==> src/rtl/serial_frame_rx_if.sv <==
// Port bundle for serial_frame_rx: bit strobe and serial line in, FIFO read port and status out.
// The slave modport is the receiver's view; the master modport is the driving/consuming side.
interface serial_frame_rx_if #(
  parameter int DATA_W     = 9,
  parameter int FIFO_DEPTH = 4
);
  logic                        i_sample_en;
  logic                        i_ser_in;
  logic                        i_ready_in;
  logic [DATA_W-1:0]           o_data_out;
  logic                        o_valid_out;
  logic                        o_frame_err;
  logic                        o_overrun;
  logic [$clog2(FIFO_DEPTH):0] o_fifo_level;

  modport slave (
    input  i_sample_en, i_ser_in, i_ready_in,
    output o_data_out, o_valid_out, o_frame_err, o_overrun, o_fifo_level
  );

  modport master (
    output i_sample_en, i_ser_in, i_ready_in,
    input  o_data_out, o_valid_out, o_frame_err, o_overrun, o_fifo_level
  );
endinterface

==> src/rtl/serial_frame_rx.sv <==
// Serial frame receiver (start, DATA_W bits MSB-first, STOP_BITS stop) feeding a circular output FIFO.
// Define FRAME_PARITY_EN to add one parity bit (even/odd per PARITY_ODD) after the data bits.
module serial_frame_rx #(
  parameter int DATA_W     = 9,
  parameter int STOP_BITS  = 1,
  parameter int FIFO_DEPTH = 4,
  parameter int PARITY_ODD = 0
) (
  input  logic             i_synced_clk,
  input  logic             i_rst_n,
  serial_frame_rx_if.slave bus
);

  localparam int AW    = $clog2(FIFO_DEPTH);
  localparam int CNT_W = $clog2(DATA_W) + 1;

`ifdef FRAME_PARITY_EN
  typedef enum logic [1:0] {S_IDLE, S_DATA, S_PARITY, S_STOP} state_t;
`else
  typedef enum logic [1:0] {S_IDLE, S_DATA, S_STOP} state_t;
`endif

  state_t             r_state, w_state_nxt;
  logic [CNT_W-1:0]   r_cnt, w_cnt_nxt;
  logic [DATA_W-1:0]  r_shift, w_shift_nxt;
  logic               r_frame_err;
  logic               r_overrun;
  logic               w_push;
  logic               w_ferr;

  logic [DATA_W-1:0]  r_mem [FIFO_DEPTH];
  logic [AW-1:0]      r_wr_ptr;
  logic [AW-1:0]      r_rd_ptr;
  logic [AW:0]        r_level;
  logic               w_full;
  logic               w_pop;
  logic               w_wr;

`ifdef FRAME_PARITY_EN
  logic r_perr, w_perr_nxt;
  logic w_par_exp;

  assign w_par_exp = (^r_shift) ^ (PARITY_ODD != 0);
`endif

  always_ff @(negedge i_synced_clk or negedge i_rst_n) begin
    if (!i_rst_n) begin
      r_state     <= S_IDLE;
      r_cnt       <= '0;
      r_shift     <= '0;
      r_frame_err <= 1'b0;
`ifdef FRAME_PARITY_EN
      r_perr      <= 1'b0;
`endif
    end else begin
      r_state     <= w_state_nxt;
      r_cnt       <= w_cnt_nxt;
      r_shift     <= w_shift_nxt;
      r_frame_err <= w_ferr;
`ifdef FRAME_PARITY_EN
      r_perr      <= w_perr_nxt;
`endif
    end
  end

  // A bad (0) stop bit returns to IDLE without being treated as the next start bit.
  always_comb begin
    w_state_nxt = r_state;
    w_cnt_nxt   = r_cnt;
    w_shift_nxt = r_shift;
    w_push      = 1'b0;
    w_ferr      = 1'b0;
`ifdef FRAME_PARITY_EN
    w_perr_nxt  = r_perr;
`endif
    if (bus.i_sample_en) begin
      case (r_state)
        S_IDLE: begin
          if (!bus.i_ser_in) begin
            w_state_nxt = S_DATA;
            w_cnt_nxt   = '0;
`ifdef FRAME_PARITY_EN
            w_perr_nxt  = 1'b0;
`endif
          end
        end
        S_DATA: begin
          w_shift_nxt = {r_shift[DATA_W-2:0], bus.i_ser_in};
          w_cnt_nxt   = r_cnt + CNT_W'(1);
          if (r_cnt == CNT_W'(DATA_W - 1)) begin
            w_cnt_nxt   = '0;
`ifdef FRAME_PARITY_EN
            w_state_nxt = S_PARITY;
`else
            w_state_nxt = S_STOP;
`endif
          end
        end
`ifdef FRAME_PARITY_EN
        S_PARITY: begin
          w_perr_nxt  = (bus.i_ser_in != w_par_exp);
          w_state_nxt = S_STOP;
          w_cnt_nxt   = '0;
        end
`endif
        S_STOP: begin
          if (!bus.i_ser_in) begin
            w_ferr      = 1'b1;
            w_state_nxt = S_IDLE;
            w_cnt_nxt   = '0;
          end else if (r_cnt == CNT_W'(STOP_BITS - 1)) begin
`ifdef FRAME_PARITY_EN
            w_ferr      = r_perr;
            w_push      = !r_perr;
`else
            w_push      = 1'b1;
`endif
            w_state_nxt = S_IDLE;
            w_cnt_nxt   = '0;
          end else begin
            w_cnt_nxt   = r_cnt + CNT_W'(1);
          end
        end
        default: begin
          w_state_nxt = S_IDLE;
          w_cnt_nxt   = '0;
        end
      endcase
    end
  end

  // A push into a full FIFO still lands if the head is popped on the same edge.
  assign w_full = (r_level == (AW+1)'(FIFO_DEPTH));
  assign w_pop  = (r_level != '0) && bus.i_ready_in;
  assign w_wr   = w_push && (!w_full || w_pop);

  always_ff @(negedge i_synced_clk or negedge i_rst_n) begin
    if (!i_rst_n) begin
      for (int i = 0; i < FIFO_DEPTH; i++) r_mem[i] <= '0;
      r_wr_ptr  <= '0;
      r_rd_ptr  <= '0;
      r_level   <= '0;
      r_overrun <= 1'b0;
    end else begin
      r_overrun <= w_push && w_full && !w_pop;
      if (w_wr) begin
        r_mem[r_wr_ptr] <= r_shift;
        r_wr_ptr        <= r_wr_ptr + AW'(1);
      end
      if (w_pop) r_rd_ptr <= r_rd_ptr + AW'(1);
      case ({w_wr, w_pop})
        2'b10:   r_level <= r_level + (AW+1)'(1);
        2'b01:   r_level <= r_level - (AW+1)'(1);
        default: r_level <= r_level;
      endcase
    end
  end

  assign bus.o_data_out   = r_mem[r_rd_ptr];
  assign bus.o_valid_out  = (r_level != '0);
  assign bus.o_frame_err  = r_frame_err;
  assign bus.o_overrun    = r_overrun;
  assign bus.o_fifo_level = r_level;

endmodule

==> src/flat_wrapper.sv <==
// flat-port wrapper written by rule: the top's interface ports become plain ports
module serial_frame_rx_flat 
#(
  parameter int DATA_W     = 9,
  parameter int STOP_BITS  = 1,
  parameter int FIFO_DEPTH = 4,
  parameter int PARITY_ODD = 0
)
  (i_synced_clk, i_rst_n, bus_i_sample_en, bus_i_ser_in, bus_i_ready_in, bus_o_data_out, bus_o_valid_out, bus_o_frame_err, bus_o_overrun, bus_o_fifo_level);
  serial_frame_rx_if #(.DATA_W(DATA_W), .FIFO_DEPTH(FIFO_DEPTH)) bus_i ();
  input  logic i_synced_clk;
  input  logic i_rst_n;
  input wire logic [$bits(bus_i.i_sample_en)-1:0] bus_i_sample_en;
  input wire logic [$bits(bus_i.i_ser_in)-1:0] bus_i_ser_in;
  input wire logic [$bits(bus_i.i_ready_in)-1:0] bus_i_ready_in;
  output wire logic [$bits(bus_i.o_data_out)-1:0] bus_o_data_out;
  output wire logic [$bits(bus_i.o_valid_out)-1:0] bus_o_valid_out;
  output wire logic [$bits(bus_i.o_frame_err)-1:0] bus_o_frame_err;
  output wire logic [$bits(bus_i.o_overrun)-1:0] bus_o_overrun;
  output wire logic [$bits(bus_i.o_fifo_level)-1:0] bus_o_fifo_level;
  assign bus_i.i_sample_en = bus_i_sample_en;
  assign bus_i.i_ser_in = bus_i_ser_in;
  assign bus_i.i_ready_in = bus_i_ready_in;
  assign bus_o_data_out = bus_i.o_data_out;
  assign bus_o_valid_out = bus_i.o_valid_out;
  assign bus_o_frame_err = bus_i.o_frame_err;
  assign bus_o_overrun = bus_i.o_overrun;
  assign bus_o_fifo_level = bus_i.o_fifo_level;
  serial_frame_rx #(.DATA_W(DATA_W), .STOP_BITS(STOP_BITS), .FIFO_DEPTH(FIFO_DEPTH), .PARITY_ODD(PARITY_ODD)) u_core (.i_synced_clk(i_synced_clk), .i_rst_n(i_rst_n), .bus(bus_i));
endmodule
==> config.mk <==
export PLATFORM = sky130hd
export DESIGN_NAME = serial_frame_rx_flat
export DESIGN_NICKNAME = d
export VERILOG_FILES = /design/src/rtl/serial_frame_rx_if.sv /design/src/rtl/serial_frame_rx.sv /design/src/flat_wrapper.sv
export SDC_FILE = /design/constraint.sdc
export NUM_CORES = 1
export LEC_CHECK = 0
export BUFFER_PORTS_ARGS = -buffer_cell sky130_fd_sc_hd__buf_2
export CORE_ASPECT_RATIO = 0.8
export CORE_MARGIN = 3
export CORE_UTILIZATION = 40
export DETAILED_ROUTE_END_ITERATION = 8
export SLEW_MARGIN = 0
export SYNTH_ARGS = -nofsm -noshare
export SYNTH_HDL_FRONTEND = slang
export SYNTH_SLANG_ARGS = --single-unit
==> constraint.sdc <==
create_clock -name i_synced_clk -period 2.7 [get_ports i_synced_clk]
set_input_delay 0.54 -clock i_synced_clk [delete_from_list [all_inputs] [get_ports i_synced_clk]]
set_output_delay 0.54 -clock i_synced_clk [all_outputs]
set_load 0.05 [all_outputs]
# Word level (Yosys, flattened, before mapping)

Index checks and enable logic that the tools add are counted.

Word-level logic and storage cells: 70
Output and inout port bits: 15
Input port bits: 5
Flip-flop bits (word level): 61

Magnitude comparators: 3
Equality and inequality tests: 9
Add/subtract/negate cells: 5
Bitwise gates (word level): 2
Muxes and demuxes: 24
Reduce and logical (&&, ||, !) cells: 15

Operators with widths:

| operator                                                   | number |
|---|---|
| bitwise mux 36 bit                                         | 1 |
| two-way mux 9 bit                                          | 3 |
| two-way mux 5 bit                                          | 4 |
| binary-select mux 9 bit (select 2 bit)                     | 1 |
| demux 9 bit (select 2 bit)                                 | 1 |
| one-hot mux 5 bit (3 select lines)                         | 1 |
| two-way mux 2 bit                                          | 4 |
| two-way mux 1 bit                                          | 7 |
| greater-or-equal comparator 3 bit, second input constant   | 2 |
| NOT 2 -> 3 bit                                             | 2 |
| one-hot mux 2 bit (3 select lines)                         | 1 |
| one-hot mux 3 bit (2 select lines)                         | 1 |
| adder 5 x 1 -> 5 bit, second input constant                | 1 |
| == test 5 x 4 -> 1 bit, second input constant              | 1 |
| logical AND 1 bit                                          | 5 |
| logical NOT 5 bit                                          | 1 |
| adder 2 x 1 -> 2 bit, second input constant                | 2 |
| == test 2 x 1 -> 1 bit, second input constant              | 2 |
| == test 2 bit, second input constant                       | 2 |
| AND reduction 2 bit                                        | 2 |
| AND reduction 4 bit                                        | 1 |
| adder 3 x 1 -> 3 bit, second input constant                | 1 |
| == test 3 bit, second input constant                       | 1 |
| less-than comparator 3 x 1 -> 1 bit, second input constant | 1 |
| 9 further kinds                                            | 10 |

# Logic depth before layout (Yosys ltp)

Gate-level depths: netlist of the first run.

Depth after elaboration: 8
Gate-level depth with buffers: 12
Mapped depth without buffers: 11

==> metrics.txt, run 1 <==
status=complete, but fails checks; failing checks=negative setup slack; hold crit path type=reg -> reg; area of placed instances=between 3000 and 4000 um2; Die Area=a little under 9000 um2; routed via count=about 1,800; YS warnings=0; Crit Path Class=reg -> out; Max-slew headroom=71.06%; r2r endpoint=u_core.bus.o_fifo_level[2]; # fillers=570; Max-Cap Viols=0; Setup Skew=0.007415 ns; RD Place Congestion=0.7547; TritonRoute pass-1 iters=4; Worst Path Required=2.16 ns; Hold Fails Final Rpt=0; largest net degree at the start of global routing=20; Hold WS=between 0.4 and 0.5 ns; total CTS buffers=9; vias per cell=4.784; Critical Path AT=about 3 ns; cell taking the most area after synthesis=dfrtn_1; delay-heaviest family, CP=multiplexers; CP max stage delay=~0.52 ns; vias in the first global route=~2,000; crit start category=flop; CP max FO=10; synth cell count leaders=dfrtn_1, mux2_4, nand2_1; distinct cell type count after synthesis=34; syn nets=approximately 220; Hold Buf Count CTS=0; final slew viol count=0; placed instance count=around 360; clock transition at the registers of the reported paths=approximately 0.050 ns; cell area after layout=~4200 um2; first-pass GRT wire length=between 10,000 and 15,000 um; GRT Overall Usage=roughly 16%; PortBufs=19; io pins=20; unrepaired setup endpoints after global routing=true; # diodes=0; cell chain of the critical path=buf_12, mux4_2, buf_6; htree depth=3; layout cells sized above 1=a little over half; detailed-route wire length per cell=between 15 and 20 um; Crit path buffers/inverters=2; Core Region=7128 um2; Remaining DRCs=0; FF-to-FF setup slack=about 0.4 ns; Worst R2R Path Depth=11; sequential share of the synthesized area=between 50% and 60%; Max VDD drop=0.5670 mV; drt total wl=~6100 um; Post-synth EDFFs=0; Syn Area/Cell=between 15 and 20 um2; num rows=27; kind of end point of the critical path=primary output; Synth area leaders=dfrtn_1, mux2_4, mux4_2; Die H=about 84 um; count leader, synth=dfrtn_1; 1st-iter DRT viols=94; CTS tree=built; Root Driver=clkbuf_8; static leakage=around 2.0 nW; FF+latch count, synth=61; Die X=just over 100 um; nets=roughly 300; Main synth FF type=dfrtn_1; non-filler cells, final=between 300 and 400; Worst Slack Setup Final=-0.8171 ns; initial antenna violation count=0; mapped cell area=3039 um2; Tot Pwr=about 3.1 mW; asr flop ratio synth=100.0%; CP max stage cell=mux4_2; Syn Inst Count=between 200 and 250; Setup Viol. Count Final=55; pwr/cell area=around 750 nW/um2; Crit Reg-Reg Startpoint=u_core.r_cnt[0]; post-detailed-placement half-perimeter wirelength=roughly 3900 um; CTS sink cnt=61; Clock Latency Late Sink=about 0.33 ns; final core occ=between 50 and 60%; top-area cell type share of the netlist area=50.23%; Antenna Nets Post-Route=0; worst setup path startpoint=u_core.r_rd_ptr[0]; starting density of the core=a little over two fifths; worst-margin pin slew=about 0.43 ns; area grow syn2layout=36.60%; Longest Clk Path Bufs=2; WP depth=3; crit path to=bus_o_data_out[6]; global route overflow=0
[placed cells by master (no fill, tap or decap), types with 3 or more instances in the layout]
| cell | count |
|---|---|
| a21oi_1 | 4 |
| and3_1 | 3 |
| buf_12 | 6 |
| buf_2 | 3 |
| buf_4 | 35 |
| buf_6 | 16 |
| buf_8 | 5 |
| clkbuf_8 | 11 |
| dfrtn_1 | 61 |
| ha_1 | 10 |
| inv_1 | 9 |
| mux2_2 | 10 |
| mux2_4 | 36 |
| mux4_2 | 9 |
| nand2_1 | 11 |
| nand2_8 | 8 |
| nand3_1 | 3 |
| nor2_1 | 5 |
| o21ai_0 | 4 |
| xnor2_1 | 3 |
| xor2_1 | 3 |
[registers in the layout, summed over array words and instances, names as in the netlist]
signal / flops
u_core.r_rd_ptr: 2
u_core.r_shift: 9
u_core.r_wr_ptr: 2
u_core.bus.o_frame_err: 1
u_core.bus.o_overrun: 1
u_core.r_mem: 36
u_core.r_cnt: 5
u_core.r_state: 2
u_core.bus.o_fifo_level: 3
[how the worst min path moves through the flow]
stage / start / endpoint / slack, ns / depth (start not counted)
2_1_floorplan: u_core.r_mem[10] / u_core.r_mem[10] / 0.44 / 1
3_3_place_gp: u_core.r_mem[31] / u_core.r_mem[31] / 0.45 / 1
3_5_place_dp: u_core.r_mem[35] / u_core.r_mem[35] / 0.45 / 1
4_1_cts: u_core.r_mem[7] / u_core.r_mem[7] / 0.46 / 1
5_1_grt: u_core.r_mem[16] / u_core.r_mem[16] / 0.48 / 1
6_report: u_core.r_mem[7] / u_core.r_mem[7] / 0.46 / 1
[power by group]
group          switching [mW]  internal [mW]
Sequential              0.157           1.05
Combinational           0.456          0.531
Clock                   0.356          0.568
[through the flow]
step	setup slack [ns]	TNS, ns
floorplan	-0.8340	-19.23
global placement	-0.8338	-32.88
detailed placement	-0.8416	-33.06
CTS	-0.8434	-16.30
global route	-0.8778	-19.79
finish	-0.8171	-17.60
[cells by family (layout without fill, tap and decap cells)]
kind of cell	count (synthesis)	in the layout	share of synthesized area, %
flip-flops	61	61	50.23
multiplexers	56	56	28.49
AO/OA/AOI/OAI	15	15	3.047
buffers and inverters	16	93	2.799
adder cells (fa/ha/maj)	12	12	5.187
AND/OR/NAND/NOR	36	40	8.522
XOR/XNOR	6	6	1.729
[final cells by class]
| cell class | instances | area (um2) | area share (%) |
|---|---|---|---|
| inverter | 11 | 43.79 | 1.055 |
| sequential | 61 | 1526 | 36.77 |
| clock buffer | 12 | 155.1 | 3.737 |
| timing repair buffer | 66 | 678.2 | 16.34 |
| tap | 101 | 126.4 | 3.044 |
| multi-input combinational | 129 | 1551 | 37.37 |
| clock inverter | 4 | 70.07 | 1.688 |
[layer usage]
metal | vias to the layer above | global-route usage, % | routed length, um
met1 | 925 | 23.89 | 3122
met2 | 25 | 22.45 | 2719
met5 | - | 0 | 0
met4 | 0 | 5.412 | 92
met3 | 9 | 5.180 | 199
li1 | 878 | - | -
[timing repair]
item / CTS / global route
endpoints found under the setup margin: 53 / 53
resized for setup: 42 / 11
buffers inserted: 2 / 8
cloned: 4 / 1
pin swaps: 6 / 1
Note: power is estimated with default switching activity, not from simulation.
==> run 2, diff against run 1 <==
Settings changed: CORE_UTILIZATION 40 to 55, PLACE_DENSITY from default to 0.73.
==> run 2 against run 1 <==
Effect of this change: the flow still finishes with violations (negative setup slack); core utilization grew 20 points; critical path depth is the same; total power down 4.9%; setup slack worse by 0.12 ns; clock power down 22%; sequential cell count unchanged; global-route usage is 9.2 points higher; highest routed layer unchanged.
==> metrics.txt, run 2 (synthesis gave the netlist of run 1 again) <==
status=complete, but fails checks (unchanged); failing checks=negative setup slack (unchanged); post-detailed-placement half-perimeter wirelength=4334 um (was 3865 um); CTS tree=built (unchanged); hold path depth=1 (unchanged); TritonRoute pass-1 iters=4 (unchanged); kind of end point of the critical path=primary output (unchanged); Critical Path AT=3.10 ns (was 2.98 ns); crit start category=flop (unchanged); Die H=72.49 um (was 83.97 um); biggest regs=u_core.r_mem: 36 flops, u_core.r_shift: 9 flops, u_core.r_cnt: 5 flops (unchanged); Post-Place Worst Slack=-0.9061 ns (was -0.8416 ns); Setup Skew=0.007014 ns (was 0.007415 ns); Crit Path Class=reg -> out (unchanged); first-pass GRT wire length=11,770 um (was 10,550 um); commonest non-fill, non-tap cell in the layout=dfrtn_1 (unchanged); Sw Share=33.80% (was 31.09%); starting density of the core=58.67% (was 42.64%); CP max FO=5 (was 10); Clk network pwr share=24.2% (was 29.6%); min-delay src=u_core.r_mem[19] (was u_core.r_mem[7]); Max VDD drop=0.6712 mV (was 0.5670 mV); static leakage=2.021 nW (was 2.045 nW); hold crit path type=reg -> reg (unchanged); Max-slew headroom=70.43% (was 71.06%); 1st-iter DRT viols=139 (was 94); multi-input logic area=1564 um2 (was 1551 um2); io pins=20 (unchanged); vias in the first global route=2,137 (was 2,009); layout cells sized above 1=55.48% (was 54.42%); most frequent cells in the layout=dfrtn_1, buf_4, mux2_4 (was dfrtn_1, mux2_4, buf_4); Hold Fails Final Rpt=0 (unchanged); clock transition at the registers of the reported paths=0.05 ns (about the same); r2r endpoint=u_core.bus.o_fifo_level[2] (unchanged); final slew viol count=0 (unchanged); htree depth=3 (unchanged); Die X=89.11 um (was 103.5 um); Clock Latency Late Sink=0.33 ns (about the same); # fillers=288 (was 570); global route overflow=0 (unchanged); unrepaired setup endpoints after global routing=true (unchanged); Largest Register=u_core.r_mem (unchanged); Core Region=5180 um2 (was 7128 um2); Worst Slack Setup Final=-0.9388 ns (was -0.8171 ns); RD Place Congestion=0.8251 (was 0.7547); Crit Reg-Reg Startpoint=u_core.r_state[0] (was u_core.r_cnt[0]); Sequential Power Share=41.2% (was 38.7%); detailed-route wire length per cell=21.32 um (was 15.97 um); Setup Viol. Count Final=55 (unchanged); total CTS buffers=9 (unchanged); largest net degree at the start of global routing=62 (was 20); initial antenna violation count=0 (unchanged); nets=297 (was 295); Remaining DRCs=0 (unchanged); area of placed instances=3552 um2 (was 3603 um2); num rows=23 (was 27); worst-margin pin slew=0.4435 ns (was 0.4341 ns); non-filler cells, final=345 (was 384); NetSw=1.002 mW (was 0.9689 mW); pwr/cell area=732.8 nW/um2 (was 750.7 nW/um2); # diodes=0 (unchanged); FF-to-FF setup slack=0.31 ns (was 0.40 ns); CTS sink cnt=61 (unchanged); Root Driver=clkbuf_8 (unchanged); cell area after layout=4045 um2 (was 4151 um2); Longest Clk Path Bufs=2 (unchanged); Antenna Nets Post-Route=0 (unchanged); routed via count=1,981 (was 1,837); Worst R2R Path Depth=11 (unchanged); register area=1526 um2 (unchanged); Largest register FFs=36 (unchanged); PortBufs=19 (unchanged); cell internal pwr=1.962 mW (was 2.148 mW); area grow syn2layout=33.10% (was 36.60%); Worst Path Required=2.16 ns (about the same); Max-Cap Viols=0 (unchanged); drt total wl=7355 um (was 6133 um); GRT Overall Usage=25.41% (was 16.24%); Hold EP=u_core.r_mem[19] (was u_core.r_mem[7]); Die Area=6459 um2 (was 8687 um2); vias per cell=5.742 (was 4.784); placed instance count=319 (was 355); Gate power share=34.6% (was 31.7%)
[run 2: worst max-delay path by stage]
stage	startpoint	endpoint	slack (ns)
floorplan	bus_i_ready_in	u_core.bus.o_fifo_level[2]	-0.83
global placement	bus_i_ready_in	u_core.bus.o_fifo_level[2]	-0.80
detailed placement	bus_i_ready_in	u_core.bus.o_fifo_level[2]	-0.91
CTS	u_core.r_rd_ptr[0]	bus_o_data_out[5]	-0.90
global route	u_core.r_rd_ptr[0]	bus_o_data_out[0]	-0.99
finish	u_core.r_rd_ptr[0]	bus_o_data_out[0]	-0.94
[run 2: per-layer routing]
layer	vias to the layer above	wire (um)	track usage (%)	part of all wire (%)
met5	-	0	0	0
met4	0	148	10.41	2.0
met3	14	315	7.264	4.3
met2	49	3791	40.47	52
met1	1036	3099	32.73	42
li1	882	-	-	-
[run 2: power groups by stage]
stage / Sequential (mW) / Combinational (mW) / Clock (mW)
CTS: 1.21 / 0.966 / 0.718
finish: 1.22 / 1.02 / 0.717
detailed placement: 1.22 / 0.865 / 0
global placement: 1.20 / 0.819 / 0
global route: 1.24 / 1.09 / 0.769
floorplan: 1.24 / 0.517 / 0
[run 2: repair_timing]
item | in CTS | in global routing
pin swaps | 7 | 3
gates resized for setup | 42 | 14
endpoints found under the setup margin | 53 | 56
hold buffers | 0 | 0
gates cloned | 4 | 1
setup buffers | 3 | 7
[run 2: final cells by class]
class                           instances  area share [%]
Clock buffer                           12           3.835
Clock inverter                          2          0.2474
Inverter                               11           1.083
Multi-Input combinational cell        129           38.66
Sequential cell                        61           37.74
Tap cell                               62           1.918
Timing Repair Buffer                   68           16.52
[run 2: stage by stage]
step           total power [mW]  utilization, %  hold slack, ns  setup TNS, ns
3_3_place_gp              2.016           68.57          0.4467         -31.84
5_1_grt                   3.108           78.09          0.4771         -24.14
4_1_cts                   2.898           75.99          0.4580         -17.39
6_report                  2.964           78.09          0.4652         -21.85
3_5_place_dp              2.088           68.57          0.4550         -34.39
2_1_floorplan             1.757               -          0.4361         -19.23
[run 2: critical path: stages (launching register included)]
cell	delay (ns)
dfrtn_1	0.54
buf_12	0.17
mux4_2	0.54
buf_6	0.18
